$ cat config.mk
export PLATFORM = sky130hd
export DESIGN_NAME = scudsp_dma_engine
export DESIGN_NICKNAME = d
export VERILOG_FILES = /design/src/rtl/scudsp_dma_pkg.sv /design/src/rtl/scudsp_dma_agen.sv /design/src/rtl/scudsp_dma_engine.sv
export SDC_FILE = /design/constraint.sdc
export NUM_CORES = 1
export LEC_CHECK = 0
export CAP_MARGIN = 10
export CORE_MARGIN = 2
export CORE_UTILIZATION = 51
export DETAILED_ROUTE_END_ITERATION = 8
export PLACE_DENSITY_LB_ADDON = 0.3
export SYNTH_ARGS = -nofsm -noshare
export SYNTH_HDL_FRONTEND = slang
export SYNTH_SLANG_ARGS = --single-unit
$ cat constraint.sdc
create_clock -name clk -period 4.1 [get_ports clk]
set_input_delay 0.615 -clock clk [delete_from_list [all_inputs] [get_ports clk]]
set_output_delay 0.615 -clock clk [all_outputs]
set_load 0.01 [all_outputs]
$ cat src/rtl/scudsp_dma_pkg.sv
// ============================================================================
// Module   : scudsp_dma_pkg
// Brief    : Shared types, reset constants and increment decode for the
//            SCU DSP DMA engine.
// Revision : 1.0 - initial release
// ============================================================================
`default_nettype none

package scudsp_dma_pkg;

   typedef enum logic [2:0] {
      S_IDLE = 3'd0,
      S_RD   = 3'd1,
      S_REQ  = 3'd2,
      S_WR   = 3'd3,
      S_FIN  = 3'd4
   } dma_state_t;

   localparam logic [31:0] C_DATA_RST  = 32'd0;
   localparam logic [7:0]  C_PRG_A_RST = 8'd0;

   // Code 0 holds the address; code k steps by 2^(k-1) longwords.
   function automatic logic [6:0] DMAIncr(input logic [2:0] code);
      logic [6:0] inc;
      inc = 7'd0;
      if (code != 3'd0)
         inc = 7'd1 << (code - 3'd1);
      return inc;
   endfunction

endpackage

`default_nettype wire

$ cat src/rtl/scudsp_dma_agen.sv
// ============================================================================
// Module   : scudsp_dma_agen
// Brief    : RA0/WA0 longword address registers with start snapshot,
//            per-word increment and end-of-transfer hold restore.
// Revision : 1.0 - initial release
// ============================================================================
`default_nettype none

module scudsp_dma_agen
   import scudsp_dma_pkg::*;
#(
   parameter int LA_W = 25
) (
   input  logic            clk,
   input  logic            rst_n,
   input  logic            ce,
   input  logic            ld_en,
   input  logic            ra0_wr,
   input  logic            wa0_wr,
   input  logic [LA_W-1:0] d1_data,
   input  logic            snap,
   input  logic            dir_in,
   input  logic            dir_act,
   input  logic            step,
   input  logic            restore,
   input  logic [2:0]      addi,
   output logic [LA_W-1:0] start_addr,
   output logic [LA_W-1:0] cur_addr,
   output logic [LA_W-1:0] nxt_addr
);

   logic [LA_W-1:0] r_ra0;
   logic [LA_W-1:0] r_wa0;
   logic [LA_W-1:0] r_snap;
   logic [LA_W-1:0] w_inc;
   logic [LA_W-1:0] w_upd;

   assign w_inc      = LA_W'(DMAIncr(addi));
   assign start_addr = dir_in  ? r_wa0 : r_ra0;
   assign cur_addr   = dir_act ? r_wa0 : r_ra0;
   assign nxt_addr   = cur_addr + w_inc;
   assign w_upd      = step ? nxt_addr : r_snap;

   // Loads are only enabled while idle, so they never collide with step/restore.
   always_ff @(posedge clk or negedge rst_n) begin
      if (!rst_n) begin
         r_ra0  <= '0;
         r_wa0  <= '0;
         r_snap <= '0;
      end else if (ce) begin
         if (snap)
            r_snap <= start_addr;
         if (ld_en && ra0_wr)
            r_ra0 <= d1_data;
         if (ld_en && wa0_wr)
            r_wa0 <= d1_data;
         if (step || restore) begin
            if (dir_act)
               r_wa0 <= w_upd;
            else
               r_ra0 <= w_upd;
         end
      end
   end

endmodule

`default_nettype wire

$ cat src/rtl/scudsp_dma_engine.sv
// ============================================================================
// Module   : scudsp_dma_engine
// Brief    : SCU DSP DMA sequencer moving words between the A/B-bus master
//            port and a DSP data RAM bank or program RAM.
// Revision : 1.0 - initial release
// ============================================================================
`default_nettype none

module scudsp_dma_engine
   import scudsp_dma_pkg::*;
#(
   parameter int BANKS  = 4,
   parameter int CNT_W  = 8,
   parameter int BUS_AW = 27
) (
   input  logic                     clk,
   input  logic                     rst_n,
   input  logic                     ce,
   input  logic                     start,
   input  logic                     dir,
   input  logic                     prg,
   input  logic [$clog2(BANKS)-1:0] bank,
   input  logic [2:0]               addi,
   input  logic                     hold,
   input  logic [CNT_W-1:0]         count,
   input  logic                     ra0_wr,
   input  logic                     wa0_wr,
   input  logic [BUS_AW-3:0]        d1_data,
   output logic [BUS_AW-1:0]        bus_a,
   output logic [31:0]              bus_do,
   input  logic [31:0]              bus_di,
   output logic                     bus_req,
   output logic                     bus_we,
   input  logic                     bus_ack,
   output logic [$clog2(BANKS)-1:0] ram_sel,
   input  logic [31:0]              ram_q,
   output logic                     ram_re,
   output logic [BANKS-1:0]         ram_we,
   output logic [31:0]              ram_d,
   output logic [BANKS-1:0]         ct_inc,
   output logic                     prg_we,
   output logic [7:0]               prg_a,
   output logic [31:0]              prg_d,
   output logic                     busy,
   output logic                     done
);

   localparam int BW   = $clog2(BANKS);
   localparam int LA_W = BUS_AW - 2;

   dma_state_t       r_state;
   logic             r_dir;
   logic             r_prg;
   logic             r_hold;
   logic             r_cap;
   logic [BW-1:0]    r_bank;
   logic [2:0]       r_addi;
   logic [CNT_W-1:0] r_cnt;
   logic [31:0]      r_bus_do;

   logic             w_idle;
   logic             w_ack;
   logic             w_last;
   logic [BANKS-1:0] w_oh;
   logic [BANKS-1:0] w_in_oh;
   logic [LA_W-1:0]  w_start;
   logic [LA_W-1:0]  w_cur;
   logic [LA_W-1:0]  w_nxt;

   assign w_idle  = (r_state == S_IDLE);
   assign w_ack   = (r_state == S_REQ) && bus_req && bus_ack;
   assign w_last  = (r_cnt == CNT_W'(1));
   assign w_oh    = BANKS'(1) << r_bank;
   assign w_in_oh = BANKS'(1) << bank;

   // RAM_Q only becomes valid in the first REQ cycle, so it is passed through
   // then and held from the register for the rest of the request.
   assign bus_do = r_cap ? ram_q : r_bus_do;

   scudsp_dma_agen #(
      .LA_W (LA_W)
   ) u_agen (
      .clk        (clk),
      .rst_n      (rst_n),
      .ce         (ce),
      .ld_en      (w_idle),
      .ra0_wr     (ra0_wr),
      .wa0_wr     (wa0_wr),
      .d1_data    (d1_data),
      .snap       (w_idle && start),
      .dir_in     (dir),
      .dir_act    (r_dir),
      .step       ((r_state == S_WR) || (w_ack && r_dir)),
      .restore    ((r_state == S_FIN) && r_hold),
      .addi       (r_addi),
      .start_addr (w_start),
      .cur_addr   (w_cur),
      .nxt_addr   (w_nxt)
   );

   always_ff @(posedge clk or negedge rst_n) begin
      if (!rst_n) begin
         r_state  <= S_IDLE;
         r_dir    <= 1'b0;
         r_prg    <= 1'b0;
         r_hold   <= 1'b0;
         r_cap    <= 1'b0;
         r_bank   <= '0;
         r_addi   <= 3'd0;
         r_cnt    <= '0;
         r_bus_do <= C_DATA_RST;
         bus_a    <= '0;
         bus_req  <= 1'b0;
         bus_we   <= 1'b0;
         ram_sel  <= '0;
         ram_re   <= 1'b0;
         ram_we   <= '0;
         ram_d    <= C_DATA_RST;
         ct_inc   <= '0;
         prg_we   <= 1'b0;
         prg_a    <= C_PRG_A_RST;
         prg_d    <= C_DATA_RST;
         busy     <= 1'b0;
         done     <= 1'b0;
      end else if (ce) begin
         ram_re <= 1'b0;
         ram_we <= '0;
         ct_inc <= '0;
         prg_we <= 1'b0;
         done   <= 1'b0;
         case (r_state)
            S_IDLE: begin
               if (start) begin
                  r_dir   <= dir;
                  r_prg   <= prg & ~dir;
                  r_bank  <= bank;
                  r_addi  <= addi;
                  r_hold  <= hold;
                  r_cnt   <= count;
                  ram_sel <= bank;
                  busy    <= 1'b1;
                  if (prg && !dir)
                     prg_a <= C_PRG_A_RST;
                  if (dir) begin
                     r_state <= S_RD;
                     ram_re  <= 1'b1;
                     ct_inc  <= w_in_oh;
                  end else begin
                     r_state <= S_REQ;
                     bus_req <= 1'b1;
                     bus_we  <= 1'b0;
                     bus_a   <= {w_start, 2'b00};
                  end
               end
            end
            S_RD: begin
               r_state <= S_REQ;
               bus_req <= 1'b1;
               bus_we  <= 1'b1;
               bus_a   <= {w_cur, 2'b00};
               r_cap   <= 1'b1;
            end
            S_REQ: begin
               if (r_cap) begin
                  r_cap    <= 1'b0;
                  r_bus_do <= ram_q;
               end
               if (w_ack) begin
                  bus_req <= 1'b0;
                  bus_we  <= 1'b0;
                  if (!r_dir) begin
                     r_state <= S_WR;
                     ram_d   <= bus_di;
                     prg_d   <= bus_di;
                     if (r_prg) begin
                        prg_we <= 1'b1;
                     end else begin
                        ram_we <= w_oh;
                        ct_inc <= w_oh;
                     end
                  end else begin
                     r_cnt <= r_cnt - 1'b1;
                     if (w_last) begin
                        r_state <= S_FIN;
                        busy    <= 1'b0;
                        done    <= 1'b1;
                     end else begin
                        r_state <= S_RD;
                        ram_re  <= 1'b1;
                        ct_inc  <= w_oh;
                     end
                  end
               end
            end
            S_WR: begin
               r_cnt <= r_cnt - 1'b1;
               if (r_prg)
                  prg_a <= prg_a + 8'd1;
               if (w_last) begin
                  r_state <= S_FIN;
                  busy    <= 1'b0;
                  done    <= 1'b1;
               end else begin
                  r_state <= S_REQ;
                  bus_req <= 1'b1;
                  bus_a   <= {w_nxt, 2'b00};
               end
            end
            S_FIN: begin
               r_state <= S_IDLE;
            end
            default: begin
               r_state <= S_IDLE;
            end
         endcase
      end
   end

endmodule

`default_nettype wire
======== Yosys cells after proc, flatten, opt, wreduce, memory -nomap -nowiden ========
Index checks and enable logic that the tools add are counted.
word-level totals
  flip-flop bits (word level) ............. 208
  input port bits ......................... 112
  output and inout bits ................... 147
  logic and storage cells ................. 143
operators by class
  add/sub/neg operators ................... 4
  eq/ne operators ......................... 12
  shifts and indexed selects .............. 3
  multiplexer cells ....................... 68
  bitwise gates (word level) .............. 3
  reduce and logical (&&, ||, !) cells .... 30
operator list
  kind                   number
  $mux W25               9
  $mux W27               3
  $pmux W27 S3           1
  $mux W8                6
  $mux W4                9
  $mux W32               1
  $add A25 B7 Y25        1
  $pmux W8 S3            1
  $mux W1                22
  $reduce_and A5 Y1      4
  $pmux W8 S2            1
  $mux W3                5
  $ne A2 B2 Y1 const B   7
  $pmux W3 S4            1
  $reduce_bool A3 Y1     4
  $add A8 B1 Y8 const B  1
  $eq A8 B1 Y1 const B   1
  $logic_and A1 B1 Y1    8
  $pmux W4 S2            1
  $shl A1 B2 Y4 const A  2
  $sub A8 B1 Y8 const B  1
  $mux W7                1
  $shl A1 B3 Y7 const A  1
  $eq A3 B2 Y1 const B   2
  other kinds (18)       27

======== Logic depth before layout (Yosys ltp) ========
  word-level depth ........................ 8
  mapped depth ............................ 12
  mapped depth without buffers ............ 9

======== Modules after synthesis ========
Synthesis repeated with hierarchy kept, for this count alone.
unflattened totals
  cell total of the unflattened synthesis .. 1123
  area, all modules ....................... 11766.3 um^2
by module, submodules not included
  module             instances  cells each  area each (um^2)  sequential area each (um^2)
  scudsp_dma_engine  1          591         6721.4            3278.1
  scudsp_dma_agen    1          532         5044.8            1876.8

======== Least setup slack after synthesis ========
Ideal clock, no wire load.
  kind .................................... flip-flop to flip-flop
  start ................................... register r_dir
  end ..................................... register u_agen.r_ra0[24]
  setup time .............................. 0.134 ns
  arrival time ............................ 3.000 ns
  data required time ...................... 3.966 ns
  path slack .............................. 0.966 ns
  stages on the path, launching flop included .. 12
  path buffers ............................ 3
  period minus slack after synthesis ...... 3.134 ns
  cells stage by stage .................... dfrtp_1 -> buf_4 -> buf_2 -> buf_4 -> mux2_2 -> ha_1 -> o211ai_1 -> o211ai_1 -> nand4_4 -> or4_1 -> nand2_1 -> o211ai_1
on the way
  word-level cells in the longest chain between the ends .. 5
RTL lines
  what                                                          line                                            source
  from (decl)                                                   scudsp_dma_engine.sv:52                         logic r_dir;
  from (signal assigned)                                        scudsp_dma_engine.sv:134                        r_dir <= dir;
  $mux W25 / $logic_and A1 B1 Y1 (equally long branches)        scudsp_dma_agen.sv:40, scudsp_dma_engine.sv:93
  $add A25 B7 Y25 / $logic_or A1 B1 Y1 (equally long branches)  scudsp_dma_agen.sv:41, scudsp_dma_engine.sv:93
  $mux W25                                                      scudsp_dma_agen.sv:42                           assign w_upd = step ? nxt_addr : r_snap;
  $mux W25                                                      scudsp_dma_agen.sv:58                           if (dir_act)
  $mux W25 (*)                                                  scudsp_dma_agen.sv:57                           if (step || restore) begin
  to (signal assigned)                                          scudsp_dma_agen.sv:54                           r_ra0 <= d1_data;
  to (signal assigned)                                          scudsp_dma_agen.sv:61                           r_ra0 <= w_upd;
  to (decl)                                                     scudsp_dma_agen.sv:32                           logic [LA_W-1:0] r_ra0;
Mark *: on every way between the ends. The rest lies on a longest branch, timed or not.
A chain may end at the register's enable or synchronous reset.

======== Worst setup path in the final report ========
  start ................................... register r_dir
  end ..................................... register bus_a[10]
on the way
  word-level cells in the longest chain between the ends .. 4
RTL lines
  what                  line                      source
  $mux W25 (*)          scudsp_dma_agen.sv:40     assign cur_addr = dir_act ? r_wa0 : r_ra0;
  $add A25 B7 Y25       scudsp_dma_agen.sv:41     assign nxt_addr = cur_addr + w_inc;
  $mux W27              scudsp_dma_engine.sv:199  if (w_last) begin
  $pmux W27 S3 (*)      scudsp_dma_engine.sv:131  case (r_state)
  to (signal assigned)  scudsp_dma_engine.sv:152  bus_a <= {w_start, 2'b00};
  to (signal assigned)  scudsp_dma_engine.sv:160  bus_a <= {w_cur, 2'b00};
  to (signal assigned)  scudsp_dma_engine.sv:206  bus_a <= {w_nxt, 2'b00};
  to (decl)             scudsp_dma_engine.sv:29   output logic [BUS_AW-1:0] bus_a,
Mark *: on every way between the ends. The rest lies on a longest branch, timed or not. The select of a mux whose other input is x is not followed.

==> flow_summary.json <==
{
  "synth_largest_area_cell": "dfrtp_1",
  "slew_headroom_pct": 35.7,
  "die_h_um": 152,
  "dp_hpwl_um": 24000,
  "synthCells": 1118,
  "fin_cells": 1623,
  "criticalPathCategory": "reg -> reg",
  "track_usage_pct": 28.4,
  "drive_gt1_share_pct": 14.1,
  "setup-tns-final_ps": 0,
  "place_congestion": 0.960,
  "numCtsBuffers": 23,
  "start_util_pct": 51.7,
  "dieWidth_um": 152,
  "grt_max_degree": 115,
  "syn_area_sq_um": 11200,
  "grt-ovfl-total": 0,
  "setup_viol": 0,
  "ys_top_cells_by_area": "dfrtp_1 (46%), mux2_2 (11%), mux2i_1 (4.2%)",
  "fin_skew_ps": 24.3,
  "core_sq_um": 21800,
  "dp_cells": 1582,
  "drt_iter0_drc": 902,
  "viasPerCell": 6.04,
  "clock_sinks": 206,
  "grt_pass1_vias": 9739,
  "fmax_ghz": 0.326,
  "synth-seq-area-share_pct": 45.9,
  "synth_top_area_share_pct": 45.9,
  "critPathMaxFanout": 8,
  "power_density_nw_per_um2": 827,
  "rsz0062_at_grt": "false",
  "setup.worst_path.start_class": "flip-flop",
  "cts_setup_buffers": 0,
  "clkLatencyLatePin_ps": 510,
  "ys_warn_count": 0,
  "drc": 0,
  "clockRootBuffer": "clkbuf_16",
  "area_growth_pct": 29.5,
  "post_cts_resized": 0,
  "port_buffers": 256,
  "fill_cells": 1718,
  "cpMaxStageDelayCell": "dfrtp_2",
  "ys_top_cells_by_count": "dfrtp_1 (206), mux2_2 (108), nand2_1 (95), nor2_1 (84), o21ai_0 (81)",
  "clkTransAtPathRegs_ps": 70,
  "rr_worst_depth": 9,
  "cts-htree-levels": 1,
  "worstSetupStartpoint": "r_dir",
  "drv_slew": 0,
  "cts_buffer_depth": 3,
  "cp-endpoint": "bus_a[10]",
  "antenna_found_initial": 1,
  "r2r_start": "r_dir",
  "io-pin-count": 259,
  "worstHoldPathType": "in -> async",
  "arrival_ps": 3490,
  "worstPathRequired_ps": 4520,
  "irDropWorstVdd_uv": 374,
  "async_flop_share_pct": 100,
  "synth_edf_count": 0,
  "cts_tree": "built",
  "max_stage_delay_ps": 480,
  "path_cells": "mux2_2 > ha_1 > fa_1 > a211oi_1 > o211ai_1 > nand2_1 > xor2_1 > a21oi_1 > o21ai_0",
  "hold_violations": 0,
  "drv_cap": 0,
  "ant_nets": 0,
  "firstDrtPassIters": 5,
  "final.min_clock_period_ps": 3070,
  "grt_pass1_wl_um": 53300,
  "row_count": 54,
  "p_leak_uw": 0.00606,
  "dieArea_sq_um": 23200,
  "syn_area_per_cell_sq_um": 10.1,
  "nets": 1450,
  "hold_buffers": 0,
  "status": "completed",
  "synth_seq_cells": 206,
  "routed_wl_um": 33800,
  "wl_per_cell_um": 20.8,
  "critPathCaptureType": "flip-flop",
  "power_uw": 12000,
  "dominantRegCellSynth": "dfrtp_1",
  "worst_pin_slew_ps": 965,
  "rrSetupSlack_ps": 1030,
  "synth.most_common_cell": "dfrtp_1",
  "dr_total_vias": 9799,
  "ys_types": 69,
  "timing.rr.end": "bus_a[10]",
  "post-route-period-util_pct": 74.9
}
metal layers:
metal | track usage (%) | vias up | share of wire [%]
met1 | 35.9 | 4756 | 40
met3 | 5.55 | 97 | 7.7
met4 | 11.5 | 0 | 4.1
met2 | 48.0 | 495 | 48
li1 | - | 4451 | -
met5 | 0 | - | 0
how the worst min path moves through the flow:
stage                     startpoint                end  slack [ps]  cells past startpoint
finish                         rst_n           bus_a[8]         240                      1
global route                   rst_n           bus_a[6]         330                      1
CTS                            rst_n  u_agen.r_snap[15]         290                      1
detailed placement  u_agen.r_snap[9]   u_agen.r_snap[9]         470                      2
global placement    u_agen.r_snap[9]   u_agen.r_snap[9]         460                      2
floorplan                      rst_n          bus_a[10]         320                      0
power breakdown:
part / internal, uW / leakage [uW] / switching [uW] / total, uW
sequential: 2950 / 0.00250 / 829 / 3780
combinational: 3050 / 0.00320 / 3170 / 6230
clock: 1200 / 0.000364 / 837 / 2030
total: 7200 / 0.00606 / 4840 / 12000
metrics by stage:
step	area [sq um]	setup slack [ps]	hold slack (ps)	utilization (%)
6_report	14600	1030	238	66.9
5_1_grt	14600	792	329	66.9
4_1_cts	14600	1020	290	66.9
3_5_place_dp	13800	1040	470	63.5
3_3_place_gp	13800	1090	465	63.5
2_1_floorplan	11200	966	319	-
placed cells by master (no fill, tap or decap), types with 10 or more instances in the layout:
| master | synthesis | routed |
|---|---|---|
| a21oi_1 | 63 | 63 |
| clkdlybuf4s50_1 | 0 | 254 |
| mux2i_1 | 47 | 47 |
| a211oi_1 | 22 | 22 |
| nand3_1 | 25 | 24 |
| mux2_2 | 108 | 108 |
| inv_1 | 22 | 22 |
| clkbuf_16 | 0 | 23 |
| ha_1 | 10 | 10 |
| nor2_1 | 84 | 83 |
| nor3_1 | 17 | 17 |
| o21ai_0 | 81 | 81 |
| xor2_1 | 21 | 21 |
| nand2_1 | 95 | 95 |
| o22ai_1 | 55 | 55 |
| dfrtp_1 | 206 | 205 |
| buf_4 | 41 | 23 |
| xnor2_1 | 13 | 13 |
final cells by class:
type	count	area [sq um]	share of cell area, %
Antenna cell	1	2.50	0.0172
Clock buffer	32	669	4.60
Clock inverter	8	70.1	0.481
Inverter	22	82.6	0.567
Multi-Input combinational cell	793	5450	37.5
Sequential cell	206	5160	35.4
Tap cell	280	350	2.41
Timing Repair Buffer	281	2770	19.1
logic make-up (layout without fill, tap and decap cells):
| kind of cell | after synthesis | in the layout | synth area share (%) |
|---|---|---|---|
| AO/OA/AOI/OAI | 302 | 302 | 16.9 |
| XOR/XNOR | 34 | 34 | 2.65 |
| adder cells (fa/ha/maj) | 11 | 11 | 1.29 |
| buffers and inverters | 120 | 343 | 5.73 |
| flip-flops | 206 | 206 | 45.9 |
| multiplexers | 159 | 159 | 15.4 |
| other | 1 | 3 | 0.0334 |
| AND/OR/NAND/NOR | 285 | 285 | 12.1 |
sequential cells by signal (all words and copies together), names as in the netlist:
signal,count
r_state,3
r_bus_do,32
busy,1
prg_we,1
bus_we,1
r_prg,1
ram_we,4
done,1
r_bank,2
ct_inc,4
u_agen.r_snap,25
u_agen.r_ra0,25
bus_a,25
r_hold,1
r_cap,1
r_cnt,8
r_dir,1
r_addi,3
u_agen.r_wa0,25
prg_d,32
prg_a,8
bus_req,1
ram_re,1
critical path, delay by kind of cell (launching register included):
| kind | cells | cell delay, ps |
|---|---|---|
| compound gates | 4 | 990 |
| fa+ha+maj | 2 | 660 |
| flops | 1 | 480 |
| mux | 1 | 390 |
| xor+xnor | 1 | 280 |
| simple gates | 1 | 190 |
(Power assumes the default switching activity.)
